### config.mk
export PLATFORM = sky130hd
export DESIGN_NAME = pe_conv_mac
export DESIGN_NICKNAME = d
export VERILOG_FILES = /design/src/rtl/pe_conv_mac.sv
export SDC_FILE = /design/constraint.sdc
export NUM_CORES = 1
export LEC_CHECK = 0
export CORE_ASPECT_RATIO = 1.4
export CORE_UTILIZATION = 50
export DETAILED_ROUTE_END_ITERATION = 8
export PLACE_DENSITY = 0.69
export SLEW_MARGIN = 20
export SYNTH_ARGS = -nofsm -noshare
export SYNTH_HDL_FRONTEND = slang
export SYNTH_SLANG_ARGS = --single-unit
### constraint.sdc
create_clock -name clk -period 10.15 [get_ports clk]
set_clock_uncertainty 0.2 [all_clocks]
set_input_delay 2.03 -clock clk [delete_from_list [all_inputs] [get_ports clk]]
set_output_delay 2.03 -clock clk [all_outputs]
set_load 0.05 [all_outputs]
### src/rtl/pe_conv_mac.sv
// pe_conv_mac: 3-tap 1-D convolution PE producing three saturated partial sums per 5-pixel window
module pe_conv_mac #(
  parameter int DWIDTH     = 8,
  parameter int PSUM_WIDTH = 8
) (
  input  logic                    clk,
  input  logic                    rst_n,
  input  logic                    pix_valid,
  output logic                    pix_ready,
  input  logic [5*DWIDTH-1:0]     pix_data,
  input  logic                    filt_valid,
  output logic                    filt_ready,
  input  logic [3*DWIDTH-1:0]     filt_data,
  output logic                    psum_valid,
  input  logic                    psum_ready,
  output logic [PSUM_WIDTH-1:0]   psum_data,
  output logic [1:0]              psum_idx,
  output logic                    busy
);
  localparam int AW = 2*DWIDTH+2;
  localparam logic [AW-1:0] PMAX = AW'((64'd1 << PSUM_WIDTH) - 64'd1);
  typedef enum logic [1:0] {IDLE, MAC, OUT} state_t;
  state_t state, state_n;
  logic filt_loaded, pix_acc, filt_acc;
  logic [DWIDTH-1:0] pix [5];
  logic [DWIDTH-1:0] filt [3];
  logic [1:0] pos, tap;
  logic [2:0] pidx;
  logic [AW-1:0] acc, sum;
  assign filt_ready = state == IDLE;
  assign pix_ready  = state == IDLE && filt_loaded;
  assign filt_acc   = filt_valid && filt_ready;
  assign pix_acc    = pix_valid && pix_ready;
  assign psum_valid = state == OUT;
  assign busy       = state != IDLE;
  assign pidx       = {1'b0, pos} + {1'b0, tap};
  // one tap product added to the running accumulator
  always_comb begin
    sum = acc + AW'(pix[pidx]) * AW'(filt[tap]);
  end
  // state register
  always_ff @(posedge clk) begin
    if (!rst_n) state <= IDLE;
    else state <= state_n;
  end
  // next state: accept window, walk three taps, hold output until taken
  always_comb begin
    state_n = state;
    case (state)
      IDLE:    state_n = pix_acc ? MAC : IDLE;
      MAC:     state_n = tap == 2'd2 ? OUT : MAC;
      OUT:     state_n = psum_ready ? (pos == 2'd2 ? IDLE : MAC) : OUT;
      default: state_n = IDLE;
    endcase
  end
  // operand storage; contents are don't-care until the matching load flag/state says otherwise
  always_ff @(posedge clk) begin
    if (filt_acc) for (int i = 0; i < 3; i++) filt[i] <= filt_data[DWIDTH*i +: DWIDTH];
    if (pix_acc) for (int i = 0; i < 5; i++) pix[i] <= pix_data[DWIDTH*i +: DWIDTH];
  end
  // position/tap counters, accumulator and registered saturated result
  always_ff @(posedge clk) begin
    if (!rst_n) begin
      filt_loaded <= 1'b0;
      pos         <= '0;
      tap         <= '0;
      acc         <= '0;
      psum_data   <= '0;
      psum_idx    <= '0;
    end else begin
      if (filt_acc) filt_loaded <= 1'b1;
      if (pix_acc) begin
        pos <= '0;
        tap <= '0;
        acc <= '0;
      end
      if (state == MAC) begin
        acc <= sum;
        tap <= tap == 2'd2 ? 2'd0 : tap + 2'd1;
        if (tap == 2'd2) begin
          psum_data <= sum > PMAX ? {PSUM_WIDTH{1'b1}} : sum[PSUM_WIDTH-1:0];
          psum_idx  <= pos;
        end
      end
      if (state == OUT && psum_ready && pos != 2'd2) begin
        pos <= pos + 2'd1;
        tap <= '0;
        acc <= '0;
      end
    end
  end
endmodule

Yosys cells after proc, flatten, opt, wreduce, memory -nomap -nowiden
Memory sizes are Yosys's and may differ from the RTL's. A register that Yosys moved wholly into a read port is not among the register bits.
Cells that the tools add are included.

operators by class
  add/subtract/negate cells = 4
  multipliers = 1
  magnitude comparators = 1
  equal/unequal tests = 5
  multiplexer cells = 18
  bitwise operators = 1
  reductions and logical operators = 11

operators with widths
  operator                                                                           count
  18-bit 2-to-1 mux                                                                  2
  18-bit by 16-bit adder with 18-bit output                                          1
  18-bit by 8-bit greater-than comparator with 1-bit output (second input constant)  1
  8-bit by 8-bit multiplier with 16-bit output                                       1
  2-bit 2-to-1 mux                                                                   8
  8-bit 2-to-1 mux                                                                   1
  2-bit equality test (second input constant)                                        3
  1-bit 2-to-1 mux                                                                   6
  2-bit case mux with 3 select lines                                                 1
  2-bit nonzero test                                                                 3
  1-bit logical AND                                                                  5
  2-bit by 1-bit adder with 2-bit output (second input constant)                     2
  2-bit by 2-bit adder with 3-bit output                                             1
  2-bit by 1-bit equality test with 1-bit output (second input constant)             1
  2-bit logical NOT                                                                  1
  2-bit != test (second input constant)                                              1
  2-bit AND reduction                                                                1
  2-bit OR reduction                                                                 1
  1-bit inverter                                                                     1

word-level totals
  bits in registers = 35
  bits in writable memories = 64
  input port bits = 69
  output and inout bits = 14
  memories = 2

memories
  name  depth  width  rd ports  clocked after Yosys merged registers in  write ports  RTL line  text
  pix   5      8      1         0                                        5            25        logic [DWIDTH-1:0] pix [5];
  filt  3      8      1         1                                        3            26        logic [DWIDTH-1:0] filt [3];

Longest topological paths before layout
Gate-level depths: netlist of the first run.

  depth after elaboration = 7
  mapped depth = 23

Least setup slack after synthesis of the first run
Ideal clock, no wire load.

  path kind = register to register
  start point = reg pos[0]
  end point = reg psum_data[5]
  setup time = 0.136 ns
  arrival = 6.055 ns
  required time = 9.814 ns
  setup slack = 3.758 ns
  stages on the path, launching flop included = 22
  path buffers = 2
  period minus slack after synthesis = 6.392 ns
  path through = dfxtp_1 > ha_1 > fa_1 > clkbuf_1 > mux4_2 > mux2i_1 > nor2_1 > fa_1 > fa_1 > fa_1 > inv_1 > fa_1 > inv_1 > ha_1 > buf_2 > and4_1 > nand4_2 > nand2_2 > or3_1 > a2111o_1 > nor3_1 > a21oi_1

between the ends
  word-level cells in the longest chain between the ends = 6

RTL lines
  element                                                    RTL line  text
  start: declaration                                         27        logic [1:0] pos, tap;
  start signal: assignment                                   86        pos <= pos + 2'd1;
  2-bit by 2-bit adder with 3-bit output (*)                 36        assign pidx = {1'b0, pos} + {1'b0, tap};
  memory read 5 x 8 bit (*)                                  --
  8-bit by 8-bit multiplier with 16-bit output (*)           39        sum = acc + AW'(pix[pidx]) * AW'(filt[tap]);
  18-bit by 16-bit adder with 18-bit output (*)              39
  18-bit by 8-bit greater-than comparator with 1-bit output  81        psum_data <= sum > PMAX ? {PSUM_WIDTH{1'b1}} : sum[PSUM_WIDTH-1:0];
  8-bit 2-to-1 mux (*)                                       81
  end signal: assignment                                     81
  end: declaration                                           16        output logic [PSUM_WIDTH-1:0] psum_data,

Mark *: on every way between the ends. The rest lies on a longest branch, timed or not.
A chain may end at the register's enable or synchronous reset.

Final worst setup path of the first run
Ends and elaborated chain as after synthesis.

==> results of run 1 <==
==> report_power, final <==
group | switching [uW] | internal (uW)
clock | 179 | 176
sequential | 15.4 | 469
combinational | 746 | 479
total | 941 | 1120
==> per-stage QoR <==
stage          worst slack [ns]  cell area, um2
2_1_floorplan              3.76            6590
3_3_place_gp               3.17            7540
3_5_place_dp               3.06            7540
4_1_cts                    3.03            7840
5_1_grt                    2.60            7850
6_report                   3.07            7850
==> state kept, by name (all words and copies together), names as in the netlist, named ones only <==
signal       cells
tap              2
state            2
pix             40
filt_loaded      1
filt            24
psum_data        8
pos              2
acc             18
psum_idx         2
==> final cells by class <==
type | count | share of cell area
flip-flops and latches | 101 | 0.339
clock inverters | 7 | 0.0100
repair buffers | 83 | 0.106
clock buffers | 9 | 0.0287
inverters | 103 | 0.0493
well taps | 153 | 0.0244
multi-input cells | 404 | 0.443
==> worst max-delay path, cell delays in order (launching register included) <==
cell,delay [ns]
dfxtp_1,0.35
ha_1,0.22
fa_1,0.72
mux4_2,0.35
mux2i_1,0.55
or2_2,0.24
fa_1,0.46
fa_1,0.55
inv_1,0.05
fa_1,0.52
inv_1,0.05
fa_1,0.52
inv_1,0.04
ha_1,0.41
o211ai_1,0.15
a21oi_1,0.32
o21a_1,0.23
o221ai_1,0.14
a2111o_1,0.52
nor3_1,0.25
a21oi_1,0.09
==> per-layer routing <==
layer | global-route usage | vias to the layer above | share of wire
met5 | 0 | - | 0
met4 | 0.156 | 0 | 0.055
met3 | 0.0386 | 49 | 0.035
met2 | 0.404 | 129 | 0.52
met1 | 0.262 | 2311 | 0.39
li1 | - | 2259 | -
==> logic make-up (layout without fill, tap and decap cells) <==
logic type      count (synthesis)  after routing
simple gates                  175            175
buf+inv                       119            202
compound gates                102            102
flops                         101            101
fa+ha+maj                      93             93
mux                            28             28
xor+xnor                        6              6
==> cells in the final DEF, fill, tap and decap left out, types with 5 or more instances in the layout <==
| cell type | n |
|---|---|
| clkdlybuf4s50_1 | 82 |
| clkbuf_16 | 9 |
| a21oi_1 | 39 |
| nor2b_1 | 10 |
| dfxtp_1 | 37 |
| xnor2_1 | 5 |
| a31oi_1 | 6 |
| fa_1 | 51 |
| or2_2 | 8 |
| edfxtp_1 | 64 |
| mux2i_1 | 17 |
| nor3_1 | 13 |
| nand2b_1 | 13 |
| inv_1 | 103 |
| and3_1 | 5 |
| nand3_1 | 14 |
| nand2_1 | 42 |
| mux4_2 | 8 |
| o21ai_0 | 18 |
| ha_1 | 42 |
| nor2_1 | 54 |
==> path summary, 6_finish.rpt <==
path | start | endpoint
max | pos[0]$_SDFFE_PN0P_ | psum_data[5]$_SDFFE_PN0P_
min | filt_loaded$_SDFFE_PN0P_ | filt_loaded$_SDFFE_PN0P_
max reg2reg | pos[0]$_SDFFE_PN0P_ | psum_data[5]$_SDFFE_PN0P_
min reg2reg | filt_loaded$_SDFFE_PN0P_ | filt_loaded$_SDFFE_PN0P_
==> run metrics, run 1 <==
GRT overflow 0; largest area contributor in the netlist edfxtp_1; Post-synth top cells inv_1, edfxtp_1, nor2_1; fin nets 864; Post-Route Utilization 0.609; critical path endpoint category flop; drt pass-1 iters 4; fmax 141 MHz; Num CTS Buffers 9; Post-Synth Adder-Cell Area 0.235; Fin Setup TNS 0 ns; Resized cells post-CTS 0; Synth Area in Compound Gates 0.0965; Antenna Nets Post-Route 0; simple-gate share of the synthesized area 0.128; clk sinks slightly above 100; first-pass GRT wire length between 20000 and 25000 um; relative slew slack 0.386; critical setup path kind flop to flop; Slew Viols, Final 0; top-area cell type share of the netlist area 0.292; # IOs 83; drt initial violations about 230; initial antenna violation count 0; RSZ-0062 raised after global routing false; fin crit period 7.08 ns; Min-Delay Path Class flop to flop; vias in the first global route 5071; Syn Area/Cell 10.6 um2; Lkg Pwr approximately 0.0033 uW; Clk pin slew, worst setup/hold paths 0.07 ns; R2R depth 20; vias per cell about 5.5; final setup fails 0; Clock Latency Late Sink 0.36 ns; largest family of logic cells by synthesized area adder cells; VDD IR max about 170 uV; Seq/Total Area, Yosys 0.404; Area growth, synth to finish 19.1%; Initial Util 0.512; Wirelength per Cell around 17 um; total vias in the final route ~4.7k; Crit Path Max Fanout 8; largest net degree at the start of global routing between 40 and 50; Setup Fix Bufs, Post-CTS 0; Fin Hold WS about 0.26 ns; syn_nets 786; top-count cell post-synth inv_1; CTS Buffer Depth 2; DRC viols 0; share of cells above drive strength 1 0.0665; Post-synth EDFFs 64; H-tree Lvls 3; DIE AREA 13600 um2; cell depth of the worst hold path 1; worst-margin pin slew 0.922 ns; xor/xnor cell area share of the yosys netlist 0.00912; multi-input combinational cell area about 3500 um2; Power, Total ~2100 uW; Die Span Y ~140 um; Crit path arrival time a little over 7 ns; largest cells by area after synthesis edfxtp_1, fa_1, dfxtp_1; status finished clean; FF+latch count, synth just over 100; period utilization 0.698; total track usage 0.232; mux contribution to synthesized area 0.0583; root buf cell clkbuf_16; CP Data Required Time around 10 ns; Final GP Congestion 0.890; Rows 49; Post-synth ARST share 0; CTS tree yes; hold buffers post-CTS 0; IO Port Bufs 82; flop2flop setup slack slightly above 3 ns; # diodes 0; non-filler cells, final 860; FF+latch area 2660 um2; Syn Inst Count around 620; Core Footprint ~13000 um2; Max Cap Viol 0; Synth cell types 53; final hold vios 0; top_reg_cell synth edfxtp_1; Routed WL between 10000 and 15000 um; Horiz. Die Dim 99 um; Netlist Area Pre-Place approximately 6600 um2; fill cell count roughly 1.1k; startpoint class of the critical path flop; Synth Warn # 0; Pwr Density 263 nW/um2; post-detail-place hpwl around 12000 um; placed instance count roughly 840
(Power assumes the default switching activity.)
==> inputs of run 2 (changes only) <==
- clock period: 10.15 -> 7.1 ns (I/O delays scaled with it)
==> run 2 against run 1 <==
  * Critical path depth unchanged
  * Global-route usage increased by 0.47 points
  * Clock power increased by 52%
  * Flip-flop and latch count unchanged
  * Final area increased by 1.3%
  * Highest routed layer unchanged
==> run metrics, run 2 (synthesis gave the netlist of run 1 again) <==
status finished clean; IO Port Bufs 82 (unchanged); Crit path arrival time 6.73 ns (-0.37 ns); total track usage 0.236 (+0.00470); met3 usage 0.0345 (-0.00406); Slew Viols, Final 0 (unchanged); DRC viols 0 (unchanged); # diodes 0 (unchanged); placed instance count 853 (+1.1%); Max Cap Viol 0 (unchanged); post-detail-place hpwl 12200 um (+5.0%); period utilization 0.946 (+0.248); critical setup path kind flop to flop; first-pass GRT wire length 24400 um (+1.9%); Horiz. Die Dim 99 um (unchanged); critical path's slowest cell fa_1; CP Buf/Inv Count 3 (unchanged); # IOs 83 (unchanged); Min-Delay Path Class flop to flop; startpoint class of the critical path flop; drt pass-1 iters 4 (unchanged); met1 usage 0.271 (+0.00939); CP dominant cell by count fa_1; largest net degree at the start of global routing 41 (unchanged); Lkg Pwr 0.00331 uW (+1.6%); GRT overflow 0 (unchanged); max reg flops 40 (unchanged); Crit Path Max Fanout 8 (unchanged); Wirelength per Cell 17.5 um (+2.7%); fmax 149 MHz (+5.5%); CP Data Required Time 7.11 ns (-3.06 ns); Routed WL 15200 um (+3.8%); fill cell count 1073 (-2.1%); share of cells above drive strength 1 0.0796 (+0.0131); top flop regs pix: 40 flops, filt: 24 flops, acc: 18 flops; Core Footprint 12900 um2 (unchanged); Num CTS Buffers 9 (unchanged); VDD IR max 252 uV (+47%); fin nets 873 (+1.0%); CP cell instances ha_1, fa_1, buf_4, mux4_2, mux2_2, nor2b_1, fa_1, fa_1, fa_1, inv_1, fa_1, inv_1, ha_1, a21oi_1, nand2_1, o2111ai_1, o211ai_1, a2111o_1, nor3_1, a21oi_1; CTS tree yes; Rows 49 (unchanged); CP top delay family adder cells; commonest non-fill, non-tap cells in the layout inv_1, clkdlybuf4s50_1, edfxtp_1; Antenna Nets Post-Route 0 (unchanged); Setup Fix Bufs, Post-CTS 0 (unchanged); root buf cell clkbuf_16; worst-margin pin slew 1.18 ns (+0.256 ns); switching share of total power 0.452 (-0.00305); drt initial violations 249 (+11%); critical path endpoint category flop; DIE AREA 13600 um2 (unchanged); fin crit period 6.72 ns (-0.367 ns); total vias in the final route 4747 (-0.021%); final hold vios 0 (unchanged); Int Pwr 1680 uW (+49%); Max stage delay on crit path 0.61 ns (-0.11 ns); gr busiest metal met2; Initial Util 0.512 (unchanged); Clock Latency Late Sink 0.34 ns (-0.02 ns); Logic pwr share 0.597 (+0.004); initial antenna violation count 0 (unchanged); vias in the first global route 4946 (-2.5%); Clk pin slew, worst setup/hold paths 0.07 ns (about the same); non-filler cells, final 869 (+1.0%); H-tree Lvls 3 (unchanged); final setup fails 0 (unchanged); relative slew slack 0.213 (-0.172); Pwr Density 386 nW/um2 (+47%); Post-Route Utilization 0.617 (+0.00768); Area growth, synth to finish 20.6%; clk sinks 101 (unchanged); RSZ-0062 raised after global routing false; CTS Buffer Depth 2 (unchanged); commonest non-fill, non-tap cell in the layout inv_1; met2 global-route usage 0.441 (+0.0377); Final GP Congestion 0.924 (+3.8%); Largest Register pix; hold buffers post-CTS 0 (unchanged); Fin Setup TNS 0 ns (unchanged); clock share of power 0.176 (+0.004); Psw 1390 uW (+48%); sequential power share 0.226 (-0.009); vias per cell 5.46 (-1.1%); Die Span Y 138 um (unchanged)
==> run 2: changes by cell type in the layout (fill, tap and decap cells not counted) <==
cell / change
buf_4: +9
bufinv_16: +2
clkinv_4: +1
clkinv_8: -2
clkinvlp_4: +2
ha_1: -1
ha_2: +1
inv_6: -4
inv_8: +1
mux2i_1: -1
mux2i_2: +1
nor2b_1: +1
nor2b_2: -1
==> run 2: worst paths after layout <==
check,startpoint,to,slack (ns),depth (start not counted)
max,pos[0]$_SDFFE_PN0P_,psum_data[5]$_SDFFE_PN0P_,0.38,20
min,filt_loaded$_SDFFE_PN0P_,filt_loaded$_SDFFE_PN0P_,0.28,1
max reg2reg,pos[0]$_SDFFE_PN0P_,psum_data[5]$_SDFFE_PN0P_,0.38,20
min reg2reg,filt_loaded$_SDFFE_PN0P_,filt_loaded$_SDFFE_PN0P_,0.28,1
==> run 2: per-layer routing <==
layer  routed length (um)  vias up
li1                     -     2278
met1                 5900     2330
met2                 8400      114
met3                  519       25
met4                  425        0
met5                    0        -
==> run 2: repair_timing <==
item	CTS	global route
hold endpoints to repair	0	0
endpoints found under the setup margin	0	8
resized for setup	0	2
==> run 2: area by class of cell <==
cell class                 count  area, um2  share of cell area
multi-input combinational    404       3480               0.438
sequential                   101       2660               0.335
timing repair buffer          92        896               0.113
inverter                     103        387              0.0487
clock buffer                   9        225              0.0283
tap                          153        191              0.0241
clock inverter                 7        106              0.0134
==> run 2: power by group through the flow <==
stage,Clock (uW),Sequential [uW],Combinational (uW)
finish,542,695,1830
CTS,549,695,1840
floorplan,0,698,1340
detailed placement,0,708,1820
global placement,0,706,1820
global route,573,699,2060
==> run 2: metrics by stage <==
| stage | hold WS, ns | worst slack (ns) | instance area [um2] | power [uW] |
|---|---|---|---|---|
| after detailed placement | 0.260 | 0.316 | 7610 | 2530 |
| after CTS | 0.278 | 0.265 | 7940 | 3080 |
| after global placement | 0.245 | 0.351 | 7610 | 2520 |
| after floorplan | 0.232 | 0.708 | 6590 | 2030 |
| after global routing | 0.292 | 0.00869 | 7950 | 3340 |
| final | 0.276 | 0.384 | 7950 | 3070 |
